**src/rtl/pi1_rrarb_pkg.sv**
```systemverilog
// Shared definitions for the pi1 round-robin arbiter: PerInt op encodings,
// FSM state type and the master-index width helper.
// No ports; imported by pi1_rrarb and pi1_rrpick.
package pi1_rrarb_pkg;

    // PerInt op encodings
    localparam logic [1:0] PINOOP = 2'b00;
    localparam logic [1:0] PIWROP = 2'b01;
    localparam logic [1:0] PIRDOP = 2'b10;
    localparam logic [1:0] PIRWOP = 2'b11;

    typedef enum logic [1:0] {
        ST_IDLE = 2'd0,
        ST_BUSY = 2'd1,
        ST_DONE = 2'd2
    } state_t;

    // Master index width; a single master still gets a 1-bit index.
    function automatic int idx_width(input int n);
        return (n > 1) ? $clog2(n) : 1;
    endfunction

endpackage

```
**src/rtl/pi1_rrpick.sv**
```systemverilog
// Combinational round-robin picker: selects the first requester after last_i.
// Ports: req_i (request per master), last_i (index served last),
//        gnt_o (one-hot pick), idx_o (picked index), vld_o (any request).
module pi1_rrpick
    import pi1_rrarb_pkg::*;
#(
    parameter int N  = 2,
    parameter int IW = 1
) (
    input  logic [N-1:0]  req_i,
    input  logic [IW-1:0] last_i,
    output logic [N-1:0]  gnt_o,
    output logic [IW-1:0] idx_o,
    output logic          vld_o
);

    // Walk offsets 1..N from last_i so that last_i itself is checked last,
    // which gives the just-served master the lowest priority.
    always_comb begin
        int c;
        logic [IW-1:0] ci;
        gnt_o = '0;
        idx_o = '0;
        vld_o = 1'b0;
        c     = 0;
        ci    = '0;
        for (int off = 1; off <= N; off++) begin
            c = int'(last_i) + off;
            if (c >= N) c = c - N;
            ci = IW'(c);
            if (!vld_o && req_i[ci]) begin
                vld_o     = 1'b1;
                gnt_o[ci] = 1'b1;
                idx_o     = ci;
            end
        end
    end

endmodule

```
**src/rtl/pi1_rrarb.sv**
```systemverilog
// Round-robin arbiter sharing one pi1 slave port between MASTERCOUNT masters,
// one request outstanding at a time (IDLE -> BUSY -> DONE).
// Ports: m_* per-master request/completion, s_* slave port, gnt_o owner, timeout_o abort pulse.
// Optional watchdog: define PI1RRARB_TIMEOUT_EN to abort a BUSY op after 2**TIMEOUTBITSZ-1 cycles.
module pi1_rrarb
    import pi1_rrarb_pkg::*;
#(
    parameter  int MASTERCOUNT  = 2,
    parameter  int ARCHBITSZ    = 16,
    parameter  int TIMEOUTBITSZ = 10,
    localparam int SELBITSZ     = ARCHBITSZ / 8,
    localparam int ADDRBITSZ    = ARCHBITSZ - $clog2(SELBITSZ),
    localparam int IDXBITSZ     = idx_width(MASTERCOUNT)
) (
    input  logic                             clk_i,
    input  logic                             rst_ni,
    input  logic [2*MASTERCOUNT-1:0]         m_op_i,
    input  logic [ADDRBITSZ*MASTERCOUNT-1:0] m_addr_i,
    input  logic [ARCHBITSZ*MASTERCOUNT-1:0] m_data_i,
    input  logic [SELBITSZ*MASTERCOUNT-1:0]  m_sel_i,
    output logic [ARCHBITSZ-1:0]             m_data_o,
    output logic [MASTERCOUNT-1:0]           m_rdy_o,
    output logic [1:0]                       s_op_o,
    output logic [ADDRBITSZ-1:0]             s_addr_o,
    output logic [ARCHBITSZ-1:0]             s_data_o,
    input  logic [ARCHBITSZ-1:0]             s_data_i,
    output logic [SELBITSZ-1:0]              s_sel_o,
    input  logic                             s_rdy_i,
    output logic [MASTERCOUNT-1:0]           gnt_o,
    output logic                             timeout_o
);

    state_t                  state_q, state_d;
    logic [IDXBITSZ-1:0]     last_q, last_d;
    logic [MASTERCOUNT-1:0]  gnt_q, gnt_d;
    logic [1:0]              op_q, op_d;
    logic [ADDRBITSZ-1:0]    addr_q, addr_d;
    logic [ARCHBITSZ-1:0]    wdata_q, wdata_d;
    logic [SELBITSZ-1:0]     sel_q, sel_d;
    logic [ARCHBITSZ-1:0]    rdata_q, rdata_d;

    logic [MASTERCOUNT-1:0]  req;
    logic [MASTERCOUNT-1:0]  pick_gnt;
    logic [IDXBITSZ-1:0]     pick_idx;
    logic                    pick_vld;
    logic [1:0]              pk_op;
    logic [ADDRBITSZ-1:0]    pk_addr;
    logic [ARCHBITSZ-1:0]    pk_wdata;
    logic [SELBITSZ-1:0]     pk_sel;

`ifdef PI1RRARB_TIMEOUT_EN
    logic [TIMEOUTBITSZ-1:0] wd_q, wd_d;
    logic                    to_q, to_d;
`endif

    always_comb begin
        req = '0;
        for (int m = 0; m < MASTERCOUNT; m++) begin
            req[m] = (m_op_i[2*m +: 2] != PINOOP);
        end
    end

    pi1_rrpick #(
        .N  (MASTERCOUNT),
        .IW (IDXBITSZ)
    ) u_pick (
        .req_i  (req),
        .last_i (last_q),
        .gnt_o  (pick_gnt),
        .idx_o  (pick_idx),
        .vld_o  (pick_vld)
    );

    // Request fields of the picked master.
    always_comb begin
        pk_op    = PINOOP;
        pk_addr  = '0;
        pk_wdata = '0;
        pk_sel   = '0;
        for (int m = 0; m < MASTERCOUNT; m++) begin
            if (pick_gnt[m]) begin
                pk_op    = m_op_i[2*m +: 2];
                pk_addr  = m_addr_i[ADDRBITSZ*m +: ADDRBITSZ];
                pk_wdata = m_data_i[ARCHBITSZ*m +: ARCHBITSZ];
                pk_sel   = m_sel_i[SELBITSZ*m +: SELBITSZ];
            end
        end
    end

    always_comb begin
        state_d = state_q;
        last_d  = last_q;
        gnt_d   = gnt_q;
        op_d    = op_q;
        addr_d  = addr_q;
        wdata_d = wdata_q;
        sel_d   = sel_q;
        rdata_d = rdata_q;
`ifdef PI1RRARB_TIMEOUT_EN
        wd_d    = wd_q;
        to_d    = 1'b0;
`endif
        case (state_q)
            ST_IDLE: begin
                if (pick_vld) begin
                    op_d    = pk_op;
                    addr_d  = pk_addr;
                    wdata_d = pk_wdata;
                    sel_d   = pk_sel;
                    gnt_d   = pick_gnt;
                    last_d  = pick_idx;
                    state_d = ST_BUSY;
`ifdef PI1RRARB_TIMEOUT_EN
                    wd_d    = '0;
`endif
                end
            end
            ST_BUSY: begin
                if (s_rdy_i) begin
                    case (op_q)
                        PIRDOP, PIRWOP: rdata_d = s_data_i;
                        default:        rdata_d = '0;
                    endcase
                    state_d = ST_DONE;
                end
`ifdef PI1RRARB_TIMEOUT_EN
                else begin
                    // Abort on the cycle the counter would reach all-ones,
                    // so the slave sees exactly 2**TIMEOUTBITSZ-1 BUSY cycles.
                    wd_d = wd_q + 1'b1;
                    if (wd_d == '1) begin
                        rdata_d = '1;
                        to_d    = 1'b1;
                        state_d = ST_DONE;
                    end
                end
`endif
            end
            ST_DONE: begin
                // No arbitration here: the owner's request is still on its port.
                gnt_d   = '0;
                state_d = ST_IDLE;
            end
            default: begin
                gnt_d   = '0;
                state_d = ST_IDLE;
            end
        endcase
    end

    always_ff @(posedge clk_i or negedge rst_ni) begin
        if (!rst_ni) begin
            state_q <= ST_IDLE;
            last_q  <= IDXBITSZ'(MASTERCOUNT - 1);
            gnt_q   <= '0;
            op_q    <= PINOOP;
            addr_q  <= '0;
            wdata_q <= '0;
            sel_q   <= '0;
            rdata_q <= '0;
        end else begin
            state_q <= state_d;
            last_q  <= last_d;
            gnt_q   <= gnt_d;
            op_q    <= op_d;
            addr_q  <= addr_d;
            wdata_q <= wdata_d;
            sel_q   <= sel_d;
            rdata_q <= rdata_d;
        end
    end

`ifdef PI1RRARB_TIMEOUT_EN
    always_ff @(posedge clk_i or negedge rst_ni) begin
        if (!rst_ni) begin
            wd_q <= '0;
            to_q <= 1'b0;
        end else begin
            wd_q <= wd_d;
            to_q <= to_d;
        end
    end

    assign timeout_o = to_q;
`else
    // Watchdog width is kept as a parameter so both builds share one interface.
    logic unused_timeoutbitsz;
    assign unused_timeoutbitsz = (TIMEOUTBITSZ > 0);
    assign timeout_o = 1'b0;
`endif

    assign s_op_o   = (state_q == ST_BUSY) ? op_q : PINOOP;
    assign s_addr_o = addr_q;
    assign s_data_o = wdata_q;
    assign s_sel_o  = sel_q;
    assign m_data_o = rdata_q;
    assign gnt_o    = gnt_q;
    assign m_rdy_o  = (state_q == ST_DONE) ? gnt_q : '0;

endmodule

```
**config.mk**
```make
export PLATFORM = sky130hd
export DESIGN_NAME = pi1_rrarb
export DESIGN_NICKNAME = d
export VERILOG_FILES = /design/src/rtl/pi1_rrarb_pkg.sv /design/src/rtl/pi1_rrpick.sv /design/src/rtl/pi1_rrarb.sv
export SDC_FILE = /design/constraint.sdc
export NUM_CORES = 1
export LEC_CHECK = 0
export CAP_MARGIN = 20
export CORE_UTILIZATION = 35
export DETAILED_ROUTE_END_ITERATION = 10
export GPL_TIMING_DRIVEN = 0
export PLACE_DENSITY = 0.87
export SLEW_MARGIN = 20
export SYNTH_ARGS = -nofsm -noshare
export SYNTH_HDL_FRONTEND = slang
export SYNTH_SLANG_ARGS = --single-unit
```
**constraint.sdc**
```tcl
create_clock -name clk_i -period 1.6 [get_ports clk_i]
set_input_delay 0.16 -clock clk_i [delete_from_list [all_inputs] [get_ports clk_i]]
set_output_delay 0.16 -clock clk_i [all_outputs]
set_load 0.1 [all_outputs]
```
==> metrics.yaml <==
drc: 0
synthesis.area_mm2: 0.00260
setup_viol: 0
crit_top_cell: "buf_6"
diodes: 0
crit_fanout: 10
maxCapViolCount: 0
finalHoldViolations: 0
yosysMostFrequentCell: "dfrtp_1"
status: "complete, no violations"
antenna_found_initial: 0
drive_gt1_share_pct: 29.9
numCtsBuffers: 5
area_growth_pct: 69.5
fin_crit_sh_pct: 97.6
fmax_mhz: 640
slew_headroom_pct: 50.8
crit_buf_inv: 3
dpl.hpwl_um: 5730
synth_seq_area_share_pct: 53.8
worst_hold_startpoint: "s_data_i[13]"
synthTopCellsByCount: "dfrtp_1, nand2_1, a221o_1"
routed_via_density: 5.10
fin_area_mm2: 0.00442
multi_input_comb_area_mm2: 0.00106
synth_ff_type: "dfrtp_1"
grt_pass1_vias: 2469
r2r_start: "state_q[1]"
async_flop_share_pct: 100
synth-edff-count: 0
port_buffers: 143
worstPathArrival_ns: 1.82
wl_per_cell_um: 16.7
wl_met1_um: 3330
clockRootBuffer: "clkbuf_8"
synth_nets: 315
final_max_slew_viol_count: 0
slowest_stage: "or4_4"
num_vias: 2448
regArea_mm2: 0.00141
worst_pin_slew_ns: 0.738
grt_start_max_net_pins: 57
ant_nets: 0
wl_met2_um: 4060
synthCells: 226
cts.path.max_buffers: 2
drt_first_pass_iters: 4
synth-warning-count: 0
tns_ns: 0
n_fill_cell: 599
synthTopCellsByArea: "dfrtp_1, a221o_1, a21boi_0, nand2_1, a21boi_2"
io_pins: 145
grt.total_usage_pct: 20.8
clkLatencyLatePin_ns: 0.31
hold_class: "input pin to register"
die-width_um: 88.3
wirelength_um: 8040
coreArea_mm2: 0.00721
start_util_pct: 36.1
synth_top_area_cell: "dfrtp_1"
cts_tree: "done"
clkTransAtPathRegs_ns: 0.10
htreeDepth: 2
clkSinkCount: 56
top_layer_used: "met4"
crit_required_ns: 1.86
endpoint_kind: "register"
fin_crit_ns: 1.56
rows: 31
crit_family: "buffers and inverters"
synthDistinctLibCells: 32
grt_pass1_wl_um: 12300
cp-startpoint: "m_op_i[3]"
final_nets: 469
gp_congestion: 0.794
path_class: "input pin to register"
cp-start-kind: "input pin"
netlist.area_leader.share_pct: 52.8
cp_cell_sequence: "clkdlybuf4s50_1 > or4_4 > buf_6 > buf_6 > a21boi_1 > a221o_2"
dieArea_mm2: 0.00779
drtIter0Drc: 123
clock_skew_ns: 0.00824
utilization_pct: 61.2
syn_avg_cell_area_um2: 11.5
die_height_um: 88.3
cpPeakStageDelay_ns: 0.58
wl_met3_um: 474
grt_overflow_total: 0
ys_ff_latch: 56
placed_cell_area_mm2: 0.00416
==> stage by stage <==
| step | std cells | hold WS [ns] | setup slack [ns] |
|---|---|---|---|
| after global placement | 468 | 0.463 | -1.54 |
| after detailed placement | 468 | 0.265 | -0.919 |
| after floorplan | 226 | -0.136 | -0.115 |
| after CTS | 478 | 0.397 | 0.00798 |
| final | 480 | 0.394 | 0.0379 |
| after global routing | 480 | 0.414 | -0.0144 |
==> registers in the layout, indices dropped and copies added (netlist names) <==
register and cells:
gnt_o 2, last_q 1, m_data_o 16, op_q 2, s_addr_o 15, s_data_o 16, s_sel_o 2, state_q 2
==> logic make-up (layout without fill, tap and decap cells) <==
family / count (synthesis) / after routing / share of synthesized area (%)
other: 1 / 1 / 0.144
and+or+nand+nor: 49 / 49 / 8.55
buffers and inverters: 24 / 179 / 6.10
DFF: 56 / 56 / 53.8
AOI/OAI and AO/OA: 96 / 96 / 31.4
==> worst paths after layout <==
path | endpoint | slack, ns | depth (start not counted)
min in group asynchronous | s_addr_o[3] | 0.44 | 2
worst max-delay path | s_addr_o[2] | 0.04 | 6
max in group asynchronous | op_q[1] | 0.64 | 2
worst min-delay path | m_data_o[13] | 0.39 | 3
worst max register to register | s_addr_o[2] | 0.06 | 5
worst min register to register | m_data_o[11] | 0.49 | 2
==> area by class of cell <==
cell class | instances | area share (%)
plain buffers | 19 | 3.63
clock buffers | 6 | 1.64
clock inverters | 2 | 0.793
inverters | 2 | 0.170
multi-input cells | 146 | 23.9
flip-flops and latches | 56 | 31.9
well taps | 99 | 2.81
repair buffers | 150 | 35.2
==> placed cells by master (no fill, tap or decap), drive strengths merged <==
cell type,netlist,layout
clkdlybuf4s50,0,87
clkinv,0,1
clkdlybuf4s15,0,51
a221o,33,33
a41o,1,1
or2b,1,1
conb,1,1
inv,2,2
nor4,1,1
dfstp,1,1
or4,1,1
nand2,34,34
dfrtp,55,55
a21o,4,4
clkbuf,7,11
nor2,4,4
dlygate4sd3,0,1
a21oi,2,2
and3b,1,1
o221a,1,1
and3,2,2
and2,2,2
o31ai,2,2
o21ai,18,18
nand2b,1,1
buf,15,25
a21boi,34,34
nand3b,2,2
bufinv,0,1
a21bo,1,1
==> tightest hold or removal path, cell delays in order <==
cell and delay, ns:
clkdlybuf4s50_1 0.40, nand2_1 0.05, o21ai_0 0.06
==> repair_timing <==
item | 4_1_cts | 5_1_grt
gates resized for setup | 190 | 12
hold buffers | 1 | 0
hold endpoints to repair | 55 | 0
setup buffers | 2 | 4
endpoints found under the setup margin | 87 | 29
==> layer usage <==
metal  up-vias  global-route usage [%]
li1       1145                       -
met1      1201                    24.7
met2        90                    37.4
met3        12                    4.48
met4         0                    6.74
met5         -                       0
Power is left out: the tool's default activity adds up to more than one toggle a clock period on the data nets, which glitch-free logic cannot reach.
